==> src/rtl/seven_seg_capture_if.sv <==
`default_nettype none
// =====================================================================
// seven_seg_capture_if: display bus in, decoded frame out
// Revision: 1.0
// =====================================================================
interface seven_seg_capture_if #(
  parameter int NUM_DIGITS = 4
);
  logic [6:0]              seg_n;
  logic [NUM_DIGITS-1:0]   dig_sel_n;
  logic [4*NUM_DIGITS-1:0] value;
  logic                    frame_valid;
  logic [NUM_DIGITS-1:0]   digit_err;
  logic [NUM_DIGITS-1:0]   digit_blank;

  modport master (
    output seg_n, dig_sel_n,
    input  value, frame_valid, digit_err, digit_blank
  );

  modport slave (
    input  seg_n, dig_sel_n,
    output value, frame_valid, digit_err, digit_blank
  );
endinterface
`default_nettype wire

==> src/rtl/seven_seg_capture.sv <==
`default_nettype none
// =====================================================================
// seven_seg_capture: samples a multiplexed active-low 7-segment bus and
// rebuilds the displayed hex frame.  Revision: 1.0
// =====================================================================
module seven_seg_capture #(
  parameter int NUM_DIGITS    = 4,
  parameter int STABLE_CYCLES = 8
) (
  input  logic                clk,
  input  logic                rst_n,
  seven_seg_capture_if.slave  bus
);

  typedef enum logic [1:0] {
    S_IDLE  = 2'd0,
    S_COUNT = 2'd1,
    S_HOLD  = 2'd2
  } state_t;

  localparam int SW = 7 + NUM_DIGITS;

  logic [6:0]              seg_s1_q, seg_s2_q;
  logic [NUM_DIGITS-1:0]   sel_s1_q, sel_s2_q;
  logic [SW-1:0]           prev_q;
  state_t                  state_q, state_d;
  logic [7:0]              cnt_q, cnt_d;
  logic                    capture;

  logic [4*NUM_DIGITS-1:0] shadow_val_q;
  logic [NUM_DIGITS-1:0]   shadow_err_q, shadow_blank_q;
  logic [NUM_DIGITS-1:0]   mask_q, mask_d;
  logic [4*NUM_DIGITS-1:0] value_q;
  logic [NUM_DIGITS-1:0]   err_q, blank_q;
  logic                    fv_q;

  logic [SW-1:0]           sample;
  logic                    same;
  logic                    sel_valid;
  logic [NUM_DIGITS-1:0]   dig_hot;
  logic [5:0]              dec;
  logic                    frame_full;

  // Result layout: {blank, err, nibble}.
  function automatic logic [5:0] decode(input logic [6:0] p);
    logic [5:0] r;
    r = 6'b00_0000;
    case (p)
      7'h3F: r[3:0] = 4'h0;
      7'h06: r[3:0] = 4'h1;
      7'h5B: r[3:0] = 4'h2;
      7'h4F: r[3:0] = 4'h3;
      7'h66: r[3:0] = 4'h4;
      7'h6D: r[3:0] = 4'h5;
      7'h7D: r[3:0] = 4'h6;
      7'h07: r[3:0] = 4'h7;
      7'h7F: r[3:0] = 4'h8;
      7'h6F: r[3:0] = 4'h9;
      7'h77: r[3:0] = 4'hA;
      7'h7C: r[3:0] = 4'hB;
      7'h58: r[3:0] = 4'hC;
      7'h5E: r[3:0] = 4'hD;
      7'h79: r[3:0] = 4'hE;
      7'h71: r[3:0] = 4'hF;
      7'h00: r[5]   = 1'b1;
      default: r[4] = 1'b1;
    endcase
    return r;
  endfunction

  always_ff @(posedge clk or negedge rst_n) begin
    if (!rst_n) begin
      seg_s1_q <= 7'h7F;
      seg_s2_q <= 7'h7F;
      sel_s1_q <= '1;
      sel_s2_q <= '1;
    end else begin
      seg_s1_q <= bus.seg_n;
      seg_s2_q <= seg_s1_q;
      sel_s1_q <= bus.dig_sel_n;
      sel_s2_q <= sel_s1_q;
    end
  end

  assign sample     = {seg_s2_q, sel_s2_q};
  assign same       = (sample == prev_q);
  assign dig_hot    = ~sel_s2_q;
  assign sel_valid  = $onehot(dig_hot);
  assign dec        = decode(~seg_s2_q);
  assign frame_full = &mask_q;

  always_ff @(posedge clk or negedge rst_n) begin
    if (!rst_n) begin
      state_q <= S_IDLE;
      cnt_q   <= 8'd0;
      prev_q  <= {7'h7F, {NUM_DIGITS{1'b1}}};
    end else begin
      state_q <= state_d;
      cnt_q   <= cnt_d;
      prev_q  <= sample;
    end
  end

  always_comb begin
    state_d = state_q;
    cnt_d   = cnt_q;
    capture = 1'b0;
    case (state_q)
      S_IDLE: begin
        if (sel_valid) begin
          state_d = S_COUNT;
          cnt_d   = 8'd1;
        end else begin
          cnt_d   = 8'd0;
        end
      end
      S_COUNT: begin
        if (same) begin
          cnt_d = cnt_q + 8'd1;
          if (cnt_d == 8'(STABLE_CYCLES)) begin
            capture = 1'b1;
            state_d = S_HOLD;
          end
        end else if (sel_valid) begin
          cnt_d = 8'd1;
        end else begin
          state_d = S_IDLE;
          cnt_d   = 8'd0;
        end
      end
      S_HOLD: begin
        if (!same) begin
          if (sel_valid) begin
            state_d = S_COUNT;
            cnt_d   = 8'd1;
          end else begin
            state_d = S_IDLE;
            cnt_d   = 8'd0;
          end
        end
      end
      default: begin
        state_d = S_IDLE;
        cnt_d   = 8'd0;
      end
    endcase
  end

  // The mask clears on the copy cycle, but a simultaneous capture still lands in the new frame.
  always_comb begin
    mask_d = frame_full ? '0 : mask_q;
    if (capture) begin
      mask_d = mask_d | dig_hot;
    end
  end

  always_ff @(posedge clk or negedge rst_n) begin
    if (!rst_n) begin
      shadow_val_q   <= '0;
      shadow_err_q   <= '0;
      shadow_blank_q <= '0;
      mask_q         <= '0;
      value_q        <= '0;
      err_q          <= '0;
      blank_q        <= '0;
      fv_q           <= 1'b0;
    end else begin
      mask_q <= mask_d;
      fv_q   <= frame_full;
      if (frame_full) begin
        value_q <= shadow_val_q;
        err_q   <= shadow_err_q;
        blank_q <= shadow_blank_q;
      end
      for (int k = 0; k < NUM_DIGITS; k++) begin
        if (capture && dig_hot[k]) begin
          shadow_val_q[4*k +: 4] <= dec[3:0];
          shadow_err_q[k]        <= dec[4];
          shadow_blank_q[k]      <= dec[5];
        end
      end
    end
  end

  assign bus.value       = value_q;
  assign bus.frame_valid = fv_q;
  assign bus.digit_err   = err_q;
  assign bus.digit_blank = blank_q;

endmodule
`default_nettype wire

==> src/flat_wrapper.sv <==
// flat-port wrapper written by rule: the top's interface ports become plain ports
module seven_seg_capture_flat 
#(
  parameter int NUM_DIGITS    = 4,
  parameter int STABLE_CYCLES = 8
)
  (clk, rst_n, bus_seg_n, bus_dig_sel_n, bus_value, bus_frame_valid, bus_digit_err, bus_digit_blank);
  seven_seg_capture_if #(.NUM_DIGITS(NUM_DIGITS)) bus_i ();
  input  logic clk;
  input  logic rst_n;
  input wire logic [$bits(bus_i.seg_n)-1:0] bus_seg_n;
  input wire logic [$bits(bus_i.dig_sel_n)-1:0] bus_dig_sel_n;
  output wire logic [$bits(bus_i.value)-1:0] bus_value;
  output wire logic [$bits(bus_i.frame_valid)-1:0] bus_frame_valid;
  output wire logic [$bits(bus_i.digit_err)-1:0] bus_digit_err;
  output wire logic [$bits(bus_i.digit_blank)-1:0] bus_digit_blank;
  assign bus_i.seg_n = bus_seg_n;
  assign bus_i.dig_sel_n = bus_dig_sel_n;
  assign bus_value = bus_i.value;
  assign bus_frame_valid = bus_i.frame_valid;
  assign bus_digit_err = bus_i.digit_err;
  assign bus_digit_blank = bus_i.digit_blank;
  seven_seg_capture #(.NUM_DIGITS(NUM_DIGITS), .STABLE_CYCLES(STABLE_CYCLES)) u_core (.clk(clk), .rst_n(rst_n), .bus(bus_i));
endmodule
==> config.mk <==
export PLATFORM = sky130hd
export DESIGN_NAME = seven_seg_capture_flat
export DESIGN_NICKNAME = d
export VERILOG_FILES = /design/src/rtl/seven_seg_capture_if.sv /design/src/rtl/seven_seg_capture.sv /design/src/flat_wrapper.sv
export SDC_FILE = /design/constraint.sdc
export NUM_CORES = 1
export LEC_CHECK = 0
export ABC_AREA = 1
export CORE_MARGIN = 2
export CORE_UTILIZATION = 40
export DETAILED_ROUTE_END_ITERATION = 10
export SYNTH_ARGS = -nofsm -noshare
export SYNTH_HDL_FRONTEND = slang
export SYNTH_SLANG_ARGS = --single-unit
==> constraint.sdc <==
create_clock -name clk -period 3.4 [get_ports clk]
set_input_delay 0.34 -clock clk [delete_from_list [all_inputs] [get_ports clk]]
set_output_delay 0.34 -clock clk [all_outputs]
set_load 0.05 [all_outputs]
==> out/metrics.yaml, run 1 <==
synth_compound_area_frac: 0.0266
synth_area_sq_um: 4050
critPathArrivalTime_ns: 2.66
hpwlAfterDp_microns: 5290
switching_share: 0.237
nNetsFinal: 485
setup_viol: 0
fin_area_sq_um: 4780
grt_setup_unrepaired: "false"
p_sw_mw: 0.495
die_height_microns: 105
first_iter_violations: 100
wl_per_cell_microns: 12.1
grt_max_degree: 59
maxCapViolCount: 0
power_mw: 2.09
cts_root_buf: "clkbuf_8"
post-route-period-util: 0.703
p_comb_frac: 0.066
crit_path_max_fanout: 9
cts_num_sinks: 96
hold_ws_ns: 0.0446
fin_setup_tns_ns: 0
yosys.area_share.adder: 0.0173
muxShareOfSynthArea: 0.0667
antenna_found_initial: 0
clk_latency_ns: 0.36
yosysWarnings: 0
p_int_mw: 1.60
yosys.area_share.simple: 0.231
ys_seq_elements: 96
status: "complete, no violations"
initial_utilization: 0.413
power_density_nw_per_um2: 437
grtUsageTotal: 0.144
clock_power_share: 0.354
synthToLayoutAreaGrowth_pct: 18.0
place_ws_ns: 0.999
crit_path_end_kind: "flop"
placedCellCount: 589
r2r-start: "u_core.sel_s2_q[2]"
cts_tree: "yes"
fmax_mhz: 419
synth_top_family_by_area: "simple AND/OR/NAND/NOR gates"
power_frac_seq: 0.580
ctsHoldBuffers: 0
drive_gt1_frac: 0.172
place.gp.congestion: 0.877
slew_viol_final: 0
die_area_sq_um: 10900
syn-num-nets: 438
overflow: 0
clock_skew_ns: 0.00874
routed_wl_microns: 7340
htreeDepth: 3
grt_pass1_vias: 2748
grt_pass1_wl_microns: 12700
design.core.area_sq_um: 9820
ant_nets: 0
pin_count: 38
fillerInstances: 960
hold_path_class: "input port to asynchronous set/reset pin"
power.leakage_nw: 2.37
worst-setup-path-type: "flop to flop"
vias_per_cell: 4.73
cts_resized: 0
fin_ws_ns: 1.01
fp-row-count: 36
synth_cell_types: 28
die_w_microns: 105
syn_inst: 420
required_ns: 3.67
fin_crit_ns: 2.39
ff2ff_path_depth: 9
cts_buffers: 9
ys_seq_area_frac: 0.603
drc: 0
vdd_drop_max_mv: 0.208
finalNonFillerCells: 605
worstSetupStartpointType: "flop"
slew_headroom: 0.511
num_antenna_cells: 0
place_area_sq_um: 4580
hold_viol: 0
firstDrtPassIters: 4
synth_area_per_cell_sq_um: 9.65
regToRegEndpoint: "u_core.state_q[0]"
post-route-util: 0.487
worst_slew_pin_slew_ns: 0.733
r2r_setup_slack_ns: 1.01
via_count: 2861
io_buffers: 37
synth-xor-area-share: 0.00649
path_clk_slew_ns: 0.09
clock_path_buffers: 2
cts_setup_buffers: 0
[layer usage]
layer,GRT usage,vias up,share of wire
li1,-,1441,-
met1,0.192,1333,0.49
met2,0.225,70,0.44
met3,0.0368,17,0.045
met4,0.0600,0,0.024
met5,0,-,0
[logic make-up after synthesis]
| group | after synthesis |
|---|---|
| buffers and inverters | 48 |
| muxes | 24 |
| AOI/OAI and AO/OA | 20 |
| xor gates and xnor gates | 3 |
| and+or+nand+nor | 224 |
| DFF | 96 |
| adders and majority gates | 5 |
[synthesized netlist by cell type]
| master | n | area, sq um |
|---|---|---|
| nor3_1 | 5 | 25.0 |
| xnor2_1 | 2 | 17.5 |
| nor4_1 | 1 | 6.26 |
| o22ai_1 | 1 | 6.26 |
| buf_2 | 3 | 15.0 |
| nor2_1 | 28 | 105 |
| nand4_1 | 4 | 25.0 |
| nor2_2 | 1 | 6.26 |
| dfstp_2 | 33 | 867 |
| o21bai_1 | 1 | 7.51 |
| inv_1 | 37 | 139 |
| o21a_1 | 1 | 7.51 |
| inv_2 | 1 | 3.75 |
| clkinv_1 | 5 | 18.8 |
| o21ai_0 | 13 | 65.1 |
| o21ai_1 | 1 | 5.00 |
| mux2_2 | 24 | 270 |
| dfrtp_1 | 63 | 1580 |
| ha_1 | 4 | 50.1 |
| nand3_2 | 1 | 10.0 |
| buf_6 | 2 | 22.5 |
| a31oi_1 | 1 | 6.26 |
| xor2_1 | 1 | 8.76 |
| a21oi_1 | 2 | 10.0 |
| nor2_4 | 1 | 11.3 |
| nand3_1 | 47 | 235 |
| nand2_1 | 136 | 510 |
| fa_1 | 1 | 20.0 |
[registers in the layout, summed over array words and instances, names as in the netlist]
name                    cells
u_core.shadow_err_q         4
u_core.shadow_blank_q       4
u_core.seg_s2_q             7
u_core.bus.digit_blank      4
u_core.bus.frame_valid      1
u_core.state_q              2
u_core.sel_s2_q             4
u_core.cnt_q                8
u_core.bus.value           16
u_core.seg_s1_q             7
u_core.prev_q              11
u_core.sel_s1_q             4
u_core.mask_q               4
u_core.bus.digit_err        4
u_core.shadow_val_q        16
[power groups by stage]
stage	clock network [mW]	registers [mW]	logic, mW
finish	0.739	1.21	0.138
global route	0.816	1.22	0.159
CTS	0.768	1.21	0.140
detailed placement	0	1.23	0.140
global placement	0	1.23	0.134
floorplan	0	1.23	0.0836
[layout by cell type (no fill, tap or decap), drive strengths merged, types with 2 or more instances in the layout]
master / instances
a21oi: 2
buf: 5
clkbuf: 11
clkdlybuf4s50: 36
clkinv: 9
dfrtp: 63
dfstp: 33
ha: 4
inv: 38
mux2: 24
nand2: 136
nand3: 48
nand4: 4
nor2: 30
nor3: 5
o21ai: 14
xnor2: 2
[worst max-delay path, stage by stage, from the launching register on]
cell and delay, ns:
dfstp_2 0.56, clkinv_1 0.20, ha_1 0.35, ha_1 0.20, fa_1 0.43, nor2_1 0.11
nand2_1 0.11, a21oi_1 0.14, inv_1 0.05, a31oi_1 0.15
[layout make-up]
class / instances / area (sq um) / area share
repair buffers: 41 / 398 / 0.0832
clock inverters: 5 / 56.3 / 0.0118
flip-flops and latches: 96 / 2440 / 0.511
multi-input cells: 276 / 1420 / 0.296
well taps: 133 / 166 / 0.0348
inverters: 43 / 161 / 0.0338
clock buffers: 11 / 141 / 0.0296
[worst max path at each step]
stage	slack (ns)	start	to	depth (start not counted)
after detailed placement	1.0	u_core.sel_s2_q[2]	u_core.state_q[0]	9
after global routing	0.71	u_core.seg_s2_q[0]	u_core.shadow_blank_q[2]	11
final	1.01	u_core.sel_s2_q[2]	u_core.state_q[0]	9
after floorplan	1.20	u_core.sel_s2_q[2]	u_core.state_q[0]	9
after global placement	1.09	u_core.sel_s2_q[3]	u_core.state_q[0]	9
after CTS	0.99	u_core.sel_s2_q[2]	u_core.state_q[0]	9
No activity file was read; power rests on OpenSTA's default activity.
==> inputs of run 2 (changes only) <==
- clock period: 3.4 -> 2.1 ns (I/O delays scaled with it)
==> out/metrics.yaml, run 2 (synthesis gave the netlist of run 1 again) <==
worst-setup-path-type: "flop to flop"  # unchanged
pin_count: 38  # unchanged
first_iter_violations: 87  # was 100
fin_area_sq_um: 5030  # was 4780 sq um
wl_per_cell_microns: 12.2  # was 12.1 microns
worst_slew_pin_slew_ns: 0.503  # was 0.733 ns
grt_max_degree: 64  # was 59
io_buffers: 37  # unchanged
hold_viol: 0  # unchanged
clk_latency_ns: 0.36  # about the same
finalNonFillerCells: 622  # was 605
antenna_found_initial: 0  # unchanged
power.leakage_nw: 2.48  # was 2.37 nW
die_height_microns: 105  # unchanged
cts_tree: "yes"  # unchanged
hold_path_class: "input port to flop"  # was input port to asynchronous set/reset pin
fmax_mhz: 483  # was 419 MHz
fp-row-count: 36  # unchanged
num_antenna_cells: 0  # unchanged
place.gp.congestion: 0.879  # was 0.877
placedCellCount: 603  # was 589
hold_ws_ns: 0.253  # was 0.0446 ns
maxCapViolCount: 0  # unchanged
nNetsFinal: 502  # was 485
place_area_sq_um: 4710  # was 4580 sq um
layout_commonest_cell: "nand2_1"  # unchanged
cts_num_sinks: 96  # unchanged
synthToLayoutAreaGrowth_pct: 24.2  # was 18.0%
fillerInstances: 971  # was 960
drive_gt1_frac: 0.243  # was 0.172
grt_pass1_wl_microns: 13100  # was 12700 microns
cts_buffers: 9  # unchanged
slew_headroom: 0.664  # was 0.511
crit_path_end_kind: "flop"  # unchanged
ant_nets: 0  # unchanged
worstSetupStartpointType: "flop"  # unchanged
grtUsageTotal: 0.148  # was 0.144
initial_utilization: 0.413  # unchanged
required_ns: 2.40  # was 3.67 ns
fin_crit_ns: 2.07  # was 2.39 ns
path_clk_slew_ns: 0.09  # about the same
crit_path_max_fanout: 4  # was 9
drc: 0  # unchanged
cts_root_buf: "clkbuf_8"  # unchanged
hpwlAfterDp_microns: 5370  # was 5290 microns
critPathArrivalTime_ns: 2.36  # was 2.66 ns
final_cell_mix: "nand2_1 (130), dfrtp_1 (63), nand3_1 (43)"  # was nand2_1 (136), dfrtp_1 (63), nand3_1 (47)
power_density_nw_per_um2: 688  # was 437 nW/um^2
design.core.area_sq_um: 9820  # unchanged
routed_wl_microns: 7570  # was 7340 microns
firstDrtPassIters: 4  # unchanged
htreeDepth: 3  # unchanged
grt_pass1_vias: 2799  # was 2748
overflow: 0  # unchanged
die_area_sq_um: 10900  # unchanged
clock_skew_ns: 0.00963  # was 0.00874 ns
post-route-period-util: 0.985  # was 0.703
status: "complete, no violations"  # unchanged
setup_viol: 0  # unchanged
grt_setup_unrepaired: "true"  # was false
slew_viol_final: 0  # unchanged
die_w_microns: 105  # unchanged
via_count: 2932  # was 2861
vdd_drop_max_mv: 0.357  # was 0.208 mV
vias_per_cell: 4.71  # was 4.73
clock_path_buffers: 2  # unchanged
==> run 2: cell types whose count changed in the layout (fill, tap and decap cells not counted), moves of 2 or more <==
cell      before  now
nand2_1      136  130
nor2_2         1    3
ha_1           4    1
nand2_2        0    6
nor2_1        28   26
ha_4           0    3
clkinv_1       6    1
nand3_1       47   43
nand3_2        1    5
buf_4          5   19
inv_4          0    2
==> run 2: stage by stage <==
| stage | TNS, ns | power [mW] | setup slack [ns] | util |
|---|---|---|---|---|
| 6_report | 0 | 3.46 | 0.0314 | 0.513 |
| 3_3_place_gp | -0.00564 | 2.24 | -0.00564 | 0.480 |
| 5_1_grt | -0.156 | 3.64 | -0.0876 | 0.513 |
| 4_1_cts | 0 | 3.48 | 0.00384 | 0.505 |
| 3_5_place_dp | -0.135 | 2.26 | -0.0678 | 0.480 |
| 2_1_floorplan | 0 | 2.12 | 0.000193 | - |
==> run 2: worst paths after layout <==
kind,slack (ns),cells past startpoint,to,from
setup / recovery,0.03,11,u_core.cnt_q[0],u_core.sel_s2_q[0]
max in group asynchronous,1.05,3,u_core.prev_q[0],rst_n
setup reg to reg,0.03,11,u_core.cnt_q[0],u_core.sel_s2_q[0]
hold / removal,0.25,1,u_core.sel_s1_q[1],bus_dig_sel_n[1]
min in group asynchronous,0.33,2,u_core.bus.value[11],rst_n
hold reg to reg,0.36,0,u_core.seg_s2_q[4],u_core.seg_s1_q[4]
==> run 2: cell type report <==
| type | count | area, sq um | area share |
|---|---|---|---|
| tap | 133 | 166 | 0.0331 |
| timing repair buffer | 58 | 548 | 0.109 |
| sequential | 96 | 2440 | 0.485 |
| inverter | 43 | 176 | 0.0350 |
| clock inverter | 3 | 22.5 | 0.00447 |
| clock buffer | 13 | 180 | 0.0358 |
| multi-input combinational | 276 | 1500 | 0.297 |
==> run 2: repair_timing <==
item,CTS,global route
endpoints found under the hold margin,33,0
setup endpoints to repair,2,9
setup buffers,0,2
hold buffers,1,0
gates resized for setup,4,19
pin swaps,3,10
==> run 2: metal layers <==
| layer | track usage | up-vias | part of all wire |
|---|---|---|---|
| met5 | 0 | - | 0 |
| met4 | 0.0448 | 0 | 0.012 |
| met3 | 0.0324 | 10 | 0.040 |
| met2 | 0.252 | 66 | 0.49 |
| met1 | 0.189 | 1388 | 0.46 |
| li1 | - | 1468 | - |
==> run 2: where the power goes <==
group,switching (mW),internal (mW)
Clock,0.628,0.574
Combinational,0.184,0.118
Sequential,0.0369,1.92
Total,0.849,2.61
==> run 2: worst max-delay path, cell delays in order (launching register included) <==
cell,delay [ns]
dfstp_2,0.57
clkinv_4,0.06
ha_4,0.22
ha_4,0.15
fa_1,0.43
nor2_1,0.12
nand2_2,0.11
nand2_2,0.10
nand3_2,0.06
nand2_1,0.08
nand2_1,0.05
nand2_1,0.07
==> inputs of run 3 (changes only) <==
- MAX_ROUTING_LAYER: unset -> met4
==> out/metrics.yaml, run 3 (synthesis gave the netlist of run 1 again) <==
status: "complete, no violations"  # unchanged
p_comb_frac: 0.087  # about the same
hold_ws_ns: 0.254  # was 0.253 ns
pin_count: 38  # unchanged
power_density_nw_per_um2: 687  # was 688 nW/um^2
crit_path_max_fanout: 4  # unchanged
drive_gt1_frac: 0.247  # was 0.243
fin_ws_ns: 0.0350  # was 0.0314 ns
clock_power_share: 0.347  # about the same
post-route-period-util: 0.983  # was 0.985
grtUsageTotal: 0.152  # was 0.148
nNetsFinal: 503  # was 502
grt_pass1_wl_microns: 13000  # was 13100 microns
fin_setup_tns_ns: 0  # unchanged
cts_tree: "yes"  # unchanged
initial_utilization: 0.413  # unchanged
power_frac_seq: 0.565  # was 0.566
regToRegEndpoint: "u_core.state_q[0]"  # was u_core.cnt_q[0]
synthToLayoutAreaGrowth_pct: 24.5  # was 24.2%
critPathArrivalTime_ns: 2.34  # was 2.36 ns
fin_crit_ns: 2.06  # was 2.07 ns
ff2ff_path_depth: 9  # was 11
hpwlAfterDp_microns: 5370  # unchanged
firstDrtPassIters: 4  # unchanged
grt_max_degree: 64  # unchanged
cts_num_sinks: 96  # unchanged
cts_buffers: 9  # unchanged
slew_viol_final: 0  # unchanged
wl_met1_microns: 3410  # was 3450 microns
min_from: "bus_dig_sel_n[1]"  # unchanged
final_cell_mix: "nand2_1 (129), dfrtp_1 (63), nand3_1 (43)"  # was nand2_1 (130), dfrtp_1 (63), nand3_1 (43)
grt_setup_unrepaired: "true"  # unchanged
routed.top_layer: "met4"  # unchanged
die_area_sq_um: 10900  # unchanged
worst_slew_pin_slew_ns: 0.502  # was 0.503 ns
required_ns: 2.38  # was 2.40 ns
antenna_found_initial: 0  # unchanged
vdd_drop_max_mv: 0.354  # was 0.357 mV
hold_viol: 0  # unchanged
clock_path_buffers: 2  # unchanged
maxCapViolCount: 0  # unchanged
wl_met2_microns: 3690  # was 3720 microns
via_count: 2917  # was 2932
routed_wl_microns: 7500  # was 7570 microns
p_sw_mw: 0.850  # was 0.849 mW
holdPathEnd: "u_core.sel_s1_q[1]"  # unchanged
setup_viol: 0  # unchanged
path_clk_slew_ns: 0.09  # about the same
worstSetupStartpointType: "flop"  # unchanged
grt_pass1_vias: 2805  # was 2799
fin_area_sq_um: 5040  # was 5030 sq um
placedCellCount: 603  # unchanged
wl_per_cell_microns: 12.0  # was 12.2 microns
r2r-start: "u_core.sel_s2_q[0]"  # unchanged
post-route-util: 0.514  # was 0.513
place_ws_ns: -0.0678  # unchanged
vias_per_cell: 4.68  # was 4.71
finalNonFillerCells: 623  # was 622
fmax_mhz: 484  # was 483 MHz
holdPathStages: 1  # unchanged
crit_path_end_kind: "flop"  # unchanged
wl_met3_microns: 309  # was 301 microns
die_height_microns: 105  # unchanged
htreeDepth: 3  # unchanged
slew_headroom: 0.664  # about the same
cts_root_buf: "clkbuf_8"  # unchanged
place_area_sq_um: 4710  # unchanged
r2r_setup_slack_ns: 0.04  # was 0.03 ns
first_iter_violations: 90  # was 87
worst-setup-path-type: "flop to flop"  # unchanged
io_buffers: 37  # unchanged
power_mw: 3.46  # about the same
p_int_mw: 2.61  # about the same
power.leakage_nw: 2.49  # was 2.48 nW
ant_nets: 0  # unchanged
drc: 0  # unchanged
num_antenna_cells: 0  # unchanged
clock_skew_ns: 0.0105  # was 0.00963 ns
switching_share: 0.245  # about the same
design.core.area_sq_um: 9820  # unchanged
overflow: 0  # unchanged
place.gp.congestion: 0.893  # was 0.879
hold_path_class: "input port to flop"  # unchanged
die_w_microns: 105  # unchanged
layout_commonest_cell: "nand2_1"  # unchanged
clk_latency_ns: 0.36  # about the same
fp-row-count: 36  # unchanged
run 3: area by class of cell:
| cell class | count | area [sq um] |
|---|---|---|
| Fill cell | 967 | 4780 |
| Sequential cell | 96 | 2440 |
| Multi-Input combinational cell | 276 | 1500 |
| Timing Repair Buffer | 59 | 556 |
| Clock buffer | 13 | 180 |
| Inverter | 43 | 176 |
| Tap cell | 133 | 166 |
| Clock inverter | 3 | 22.5 |
run 3: worst max path at each step:
| stage | from | depth (start not counted) | end |
|---|---|---|---|
| CTS | u_core.sel_s2_q[0] | 11 | u_core.cnt_q[0] |
| global route | u_core.sel_s2_q[2] | 11 | u_core.cnt_q[0] |
| floorplan | u_core.sel_s2_q[2] | 9 | u_core.state_q[0] |
| global placement | u_core.sel_s2_q[2] | 9 | u_core.state_q[0] |
| detailed placement | u_core.sel_s2_q[2] | 9 | u_core.state_q[0] |
| finish | u_core.sel_s2_q[0] | 9 | u_core.state_q[0] |
run 3: what timing repair did:
action	CTS	global route
hold buffers	1	0
endpoints found under the setup margin	2	8
buffers inserted	0	3
pin swaps	3	10
endpoints found under the hold margin	33	0
resized for setup	4	20
run 3: worst max-delay path: stages (launching register included):
cell and delay (ns):
dfstp_2 0.57, clkinv_4 0.06, ha_4 0.22, ha_4 0.15, fa_1 0.43, nor2_1 0.12, nand2_2 0.10, inv_2 0.08
nand3_2 0.08, a31oi_1 0.17
run 3: power by group through the flow:
stage                     Combinational (mW)  Clock (mW)  Sequential, mW
after detailed placement               0.266           0            1.99
after CTS                              0.272        1.25            1.96
after global placement                 0.255           0            1.99
after floorplan                        0.136           0            1.99
after global routing                   0.346        1.33            1.97
final                                  0.302        1.20            1.96
run 3: per-layer routing:
layer | global-route usage | up-vias
met2 | 0.250 | 66
li1 | - | 1472
met4 | 0.0476 | 0
met1 | 0.189 | 1370
met3 | 0.0324 | 9
met5 | - | -
